<file path="config.mk">
export PLATFORM = sky130hd
export DESIGN_NAME = median_window_3x3
export DESIGN_NICKNAME = d
export VERILOG_FILES = /design/src/rtl/median_window_3x3.sv
export SDC_FILE = /design/constraint.sdc
export NUM_CORES = 1
export LEC_CHECK = 0
export ABC_AREA = 1
export CAP_MARGIN = 20
export CORE_MARGIN = 5
export CORE_UTILIZATION = 50
export CTS_CLUSTER_DIAMETER = 150
export DETAILED_ROUTE_END_ITERATION = 10
export PLACE_DENSITY_LB_ADDON = 0.25
export SYNTH_ARGS = -nofsm -noshare
export SYNTH_HDL_FRONTEND = slang
export SYNTH_SLANG_ARGS = --single-unit
</file>
<file path="constraint.sdc">
create_clock -name clk -period 4.75 [get_ports clk]
set_input_delay 0.7125 -clock clk [delete_from_list [all_inputs] [get_ports clk]]
set_output_delay 0.7125 -clock clk [all_outputs]
set_load 0.005 [all_outputs]
</file>
<file path="src/rtl/median_window_3x3.sv">
// 3x3 window former for the median filter: two line buffers plus a registered window (MEDIAN_WIN_SOF_EN adds in_sof).
// Latency: window outputs register one clock after the bottom-right pixel is accepted.
// Backpressure: none; every in_valid pixel is accepted, idle cycles hold all state and the window outputs.
module median_window_3x3 #(
    parameter int PIX_W = 8,
    parameter int IMG_W = 64,
    parameter int IMG_H = 64
) (
    input  logic             clk,
    input  logic             rst,
    input  logic             in_valid,
    input  logic [PIX_W-1:0] in_pix,
`ifdef MEDIAN_WIN_SOF_EN
    input  logic             in_sof,
`endif
    output logic             out_valid,
    output logic             out_last,
    output logic [PIX_W-1:0] a1,
    output logic [PIX_W-1:0] a2,
    output logic [PIX_W-1:0] a3,
    output logic [PIX_W-1:0] a4,
    output logic [PIX_W-1:0] a5,
    output logic [PIX_W-1:0] a6,
    output logic [PIX_W-1:0] a7,
    output logic [PIX_W-1:0] a8,
    output logic [PIX_W-1:0] center
);

    localparam int CW = $clog2(IMG_W);
    localparam int RW = $clog2(IMG_H);

    typedef logic [CW-1:0]      col_t;
    typedef logic [RW-1:0]      row_t;
    typedef logic [3*PIX_W-1:0] wcol_t;   // {top, mid, bottom}

    localparam col_t COL_LAST = col_t'(IMG_W - 1);
    localparam row_t ROW_LAST = row_t'(IMG_H - 1);
    localparam col_t COL_TWO  = col_t'(2);
    localparam row_t ROW_TWO  = row_t'(2);

    logic [PIX_W-1:0] lb0_q [IMG_W];
    logic [PIX_W-1:0] lb1_q [IMG_W];

    col_t  col_q, col_d, col_cur;
    row_t  row_q, row_d, row_cur;
    wcol_t wl_q, wm_q, wr_d;
    logic  sof, emit_d, last_d;
    logic  out_valid_q, out_last_q;
    logic [PIX_W-1:0] lb0_rd, lb1_rd;
    logic [PIX_W-1:0] a1_q, a2_q, a3_q, a4_q, a5_q, a6_q, a7_q, a8_q, center_q;

`ifdef MEDIAN_WIN_SOF_EN
    assign sof = in_valid & in_sof;
`else
    assign sof = 1'b0;
`endif

    always_comb begin
        col_cur = sof ? '0 : col_q;
        row_cur = sof ? '0 : row_q;
        lb0_rd  = lb0_q[col_cur];
        lb1_rd  = lb1_q[col_cur];
        wr_d    = {lb1_rd, lb0_rd, in_pix};
        col_d   = col_q;
        row_d   = row_q;
        if (in_valid) begin
            if (col_cur == COL_LAST) begin
                col_d = '0;
                row_d = (row_cur == ROW_LAST) ? '0 : row_t'(row_cur + 1'b1);
            end else begin
                col_d = col_t'(col_cur + 1'b1);
                row_d = row_cur;
            end
        end
        // Centre is (row-1, col-1): wl_q holds column col-2, wm_q column col-1.
        emit_d = in_valid && (row_cur >= ROW_TWO) && (col_cur >= COL_TWO);
        last_d = emit_d && (row_cur == ROW_LAST) && (col_cur == COL_LAST);
    end

    always_ff @(posedge clk) begin
        if (rst) begin
            col_q       <= '0;
            row_q       <= '0;
            wl_q        <= '0;
            wm_q        <= '0;
            out_valid_q <= 1'b0;
            out_last_q  <= 1'b0;
            a1_q        <= '0;
            a2_q        <= '0;
            a3_q        <= '0;
            a4_q        <= '0;
            a5_q        <= '0;
            a6_q        <= '0;
            a7_q        <= '0;
            a8_q        <= '0;
            center_q    <= '0;
        end else begin
            out_valid_q <= emit_d;
            out_last_q  <= last_d;
            col_q       <= col_d;
            row_q       <= row_d;
            if (in_valid) begin
                wl_q <= wm_q;
                wm_q <= wr_d;
            end
            if (emit_d) begin
                a1_q     <= wl_q[3*PIX_W-1:2*PIX_W];
                a2_q     <= wm_q[3*PIX_W-1:2*PIX_W];
                a3_q     <= lb1_rd;
                a4_q     <= wl_q[2*PIX_W-1:PIX_W];
                center_q <= wm_q[2*PIX_W-1:PIX_W];
                a5_q     <= lb0_rd;
                a6_q     <= wl_q[PIX_W-1:0];
                a7_q     <= wm_q[PIX_W-1:0];
                a8_q     <= in_pix;
            end
        end
    end

    // Line buffers are deliberately unreset; rows < 2 never emit, so stale data is never seen.
    always_ff @(posedge clk) begin
        if (in_valid && !rst) begin
            lb1_q[col_cur] <= lb0_rd;
            lb0_q[col_cur] <= in_pix;
        end
    end

    assign out_valid = out_valid_q;
    assign out_last  = out_last_q;
    assign a1        = a1_q;
    assign a2        = a2_q;
    assign a3        = a3_q;
    assign a4        = a4_q;
    assign a5        = a5_q;
    assign a6        = a6_q;
    assign a7        = a7_q;
    assign a8        = a8_q;
    assign center    = center_q;

endmodule

</file>
==> impl_metrics.csv <==
group,metric,value,unit
detailed_routing,first_pass_iters,5,
detailed_routing,wl_per_cell,22.2,um
floorplanning,rows,111,
finish,utilization,0.572,
power_and_ir_drop,comb_power_share,0.073,
floorplanning,design.portCount,85,
clocking,clk_pin_slew,60,ps
run_status,outcome,"completed",
clocking,cts_hold_buffers,0,
timing,fin_crit_sh,0.784,
critical_path,critPathCaptureType,"flop",
floorplanning,coreArea,91900,sq um
floorplanning,dieArea,99100,sq um
synth,synthesis.nets,4167,
synth,yosysTopAreaCell,"edfxtp_1",
grt,grt_overflow,0,
critical_path,critPathKind,"reg2reg",
grt,grt_first_pass_wirelength,186000,um
timing,fin_skew,62.9,ps
synth,async_reset_ff_frac,0,
detailed_routing,ant_nets,0,
critical_path,cp_max_fo,79,
detailed_routing,drc_errors,0,
timing,rsz0062_at_grt,"no",
job,cap_violations,0,
timing,max_slew_margin,0.297,
clocking,cts_tree,"done",
synth,synth_area_leaders,"edfxtp_1, nand2_1, nand3_1",
grt,grt_max_degree,141,
power_and_ir_drop,vdd.ir_drop.worst,0.365,mV
critical_path,worst-path-buf-inv,4,
power_and_ir_drop,swShare,0.233,
synth,syn_area,46500,sq um
timing,setup_viol,0,
critical_path,cpMostUsedCell,"nand3_1",
clocking,clockBufferDepth,3,
detailed_routing,num_vias,31410,
synth,synth_edf_count,1024,
critical_path,critPathRequiredTime,5240,ps
detailed_routing,routed_wl,124000,um
finish,syn2layout_area_growth,13.3,%
power_and_ir_drop,power_switching,0.00502,W
clocking,clk_latency,710,ps
critical_path,cp_num_cells,12,
power_and_ir_drop,powerDensity,410,nW/um^2
floorplanning,die_w,315,um
placed_design,dpl_cell_area,49000,sq um
critical_path,r2r_cells,12,
timing,max_freq,0.269,GHz
critical_path,worstReg2RegEnd,"lb1_q[8][0]",
hold_path,min_path_type,"in2reg",
detailed_routing,viasPerCell,5.63,
critical_path,critical_path.top_delay_family,"buffers and inverters",
critical_path,slowest_stage,"dfxtp_4",
detailed_routing,dr.first_iter.drc_count,3218,
floorplanning,fp.dieH,315,um
placed_design,hpwl,70100,um
critical_path,rrSetupSlack,1030,ps
synth,syn_area_per_cell,11.2,sq um
floorplanning,start_util,0.505,
timing,finalHoldViolCount,0,
clocking,cts.sinks,1164,
grt,grt_pass1_vias,29765,
power_and_ir_drop,p_int,0.0165,W
finish,drive_above_1_share,0.0829,
finish,nets,4260,
grt,grt_use_total,0.246,
clocking,post_cts_buffers,0,
critical_path,cpPeakStageDelay,540,ps
power_and_ir_drop,pwr-share-clk,0.400,
critical_path,cp-endpoint,"lb1_q[8][0]",
finish,antenna_cells,0,
synth,synth.distinct_cells,30,
placed_design,io_buffer_count,84,
critical_path,worst_ep_arrival_time,4210,ps
clocking,numCtsBuffers,115,
timing,min_period,3720,ps
critical_path,worst_setup_path_start_kind,"flop",
synth,ys_ff_latch,1164,
power_and_ir_drop,sequentialPowerShare,0.527,
clocking,root_buffer,"clkbuf_16",
synth,syn_inst,4152,
timing,worst_pin_slew,1050,ps
clocking,cts_htree_levels,3,
critical_path,cp_cell_sequence,"inv_8 -> buf_12 -> buf_12 -> nand2_1 -> nand3_1 -> nand3_1 -> nand2_1 -> nand2_1 -> nand3_1 -> nand3_1 -> nand2_2 -> buf_4",
finish,fin_area,52600,sq um
grt,antenna_found_initial,4,
synth,yosysMostFrequentCell,"nand2_1",
clocking,cts_resized,0,
synth,yosys_warnings,0,
synth,synth_seq_area_share,0.722,
synth,synthFlopType,"edfxtp_1",
synth,synth_top_area_share,0.662,
placed_design,gp_congestion,0.873,
timing,setup_tns,0,ps
power_and_ir_drop,p_leak,19.1,nW
synth,synthTopCellsByCount,"nand2_1, edfxtp_1, nand3_1",
timing,slew_viol_final,0,
## logic make-up after synthesis
family,count (synthesis),share of synthesized area
xor+xnor,4,0.000754
buf+inv,320,0.0310
flops,1164,0.722
fa+ha+maj,4,0.00108
simple gates,2546,0.232
compound gates,114,0.0124
## layer usage
metal / vias up / wire (um) / GRT usage
li1: 14566 / - / -
met2: 1280 / 58900 / 0.399
met5: - / 13 / 0
met3: 231 / 9940 / 0.0467
met4: 2 / 4100 / 0.0819
met1: 15331 / 51100 / 0.340
## worst register-to-register path: cells and delay by family, from the launching register on
family	cells	cell delay [ps]
flops	1	540
buf+inv	4	1540
simple gates	8	1430
## through the flow
stage	total power, W	hold WS (ps)	setup WS [ps]	std cells
2_1_floorplan	0.0125	449	1940	4152
3_3_place_gp	0.0131	466	1150	5371
3_5_place_dp	0.0131	474	1100	5371
4_1_cts	0.0216	274	1080	5584
5_1_grt	0.0223	295	794	5584
6_report	0.0215	312	1030	5584
## sequential cells by signal, summed over array words and instances (netlist names), 24 cells and up, named ones only
register  count
lb0_q       512
lb1_q       512
wm_q         24
wl_q         24
## cells in the final DEF, fill, tap and decap left out, types with 5 or more instances in the layout
master | Yosys | routed
a21oi_1 | 21 | 21
buf_12 | 0 | 20
buf_2 | 127 | 9
buf_4 | 3 | 134
clkbuf_1 | 95 | 21
clkbuf_16 | 0 | 117
clkbuf_8 | 0 | 5
clkdlybuf4s50_1 | 0 | 75
clkinv_1 | 1 | 30
clkinv_2 | 0 | 26
dfxtp_1 | 140 | 136
edfxtp_1 | 1024 | 1024
inv_1 | 53 | 50
nand2_1 | 1334 | 1326
nand2_2 | 0 | 8
nand3_1 | 899 | 899
nand3_2 | 10 | 10
nor2_1 | 289 | 289
nor3_1 | 6 | 6
o21ai_0 | 90 | 90
## power by group through the flow
stage               registers (W)  logic [W]  clock network (W)
CTS                        0.0114    0.00157            0.00872
floorplan                  0.0116   0.000959                  0
detailed placement         0.0116    0.00156                  0
global route               0.0114    0.00173            0.00919
finish                     0.0114    0.00157            0.00862
global placement           0.0116    0.00154                  0
## worst min-delay path by stage
stage          cells after the start      start  slack (ps)      endpoint
4_1_cts                            1  in_pix[6]         270  lb0_q[61][6]
2_1_floorplan                      2   wm_q[19]         450         a2[3]
5_1_grt                            1  in_pix[6]         300  lb0_q[62][6]
6_report                           1  in_pix[6]         310  lb0_q[61][6]
3_5_place_dp                       2      a4[0]         470         a4[0]
3_3_place_gp                       2      a8[3]         470         a8[3]
## area by class of cell
class | instances | area (sq um)
fill | 7640 | 39300
sequential | 1164 | 33600
multi-input combinational | 2668 | 11500
clock buffer | 147 | 3100
timing repair buffer | 238 | 2200
tap | 1243 | 1560
clock inverter | 66 | 478
inverter | 58 | 238
Note: power is estimated with default switching activity, not from simulation.
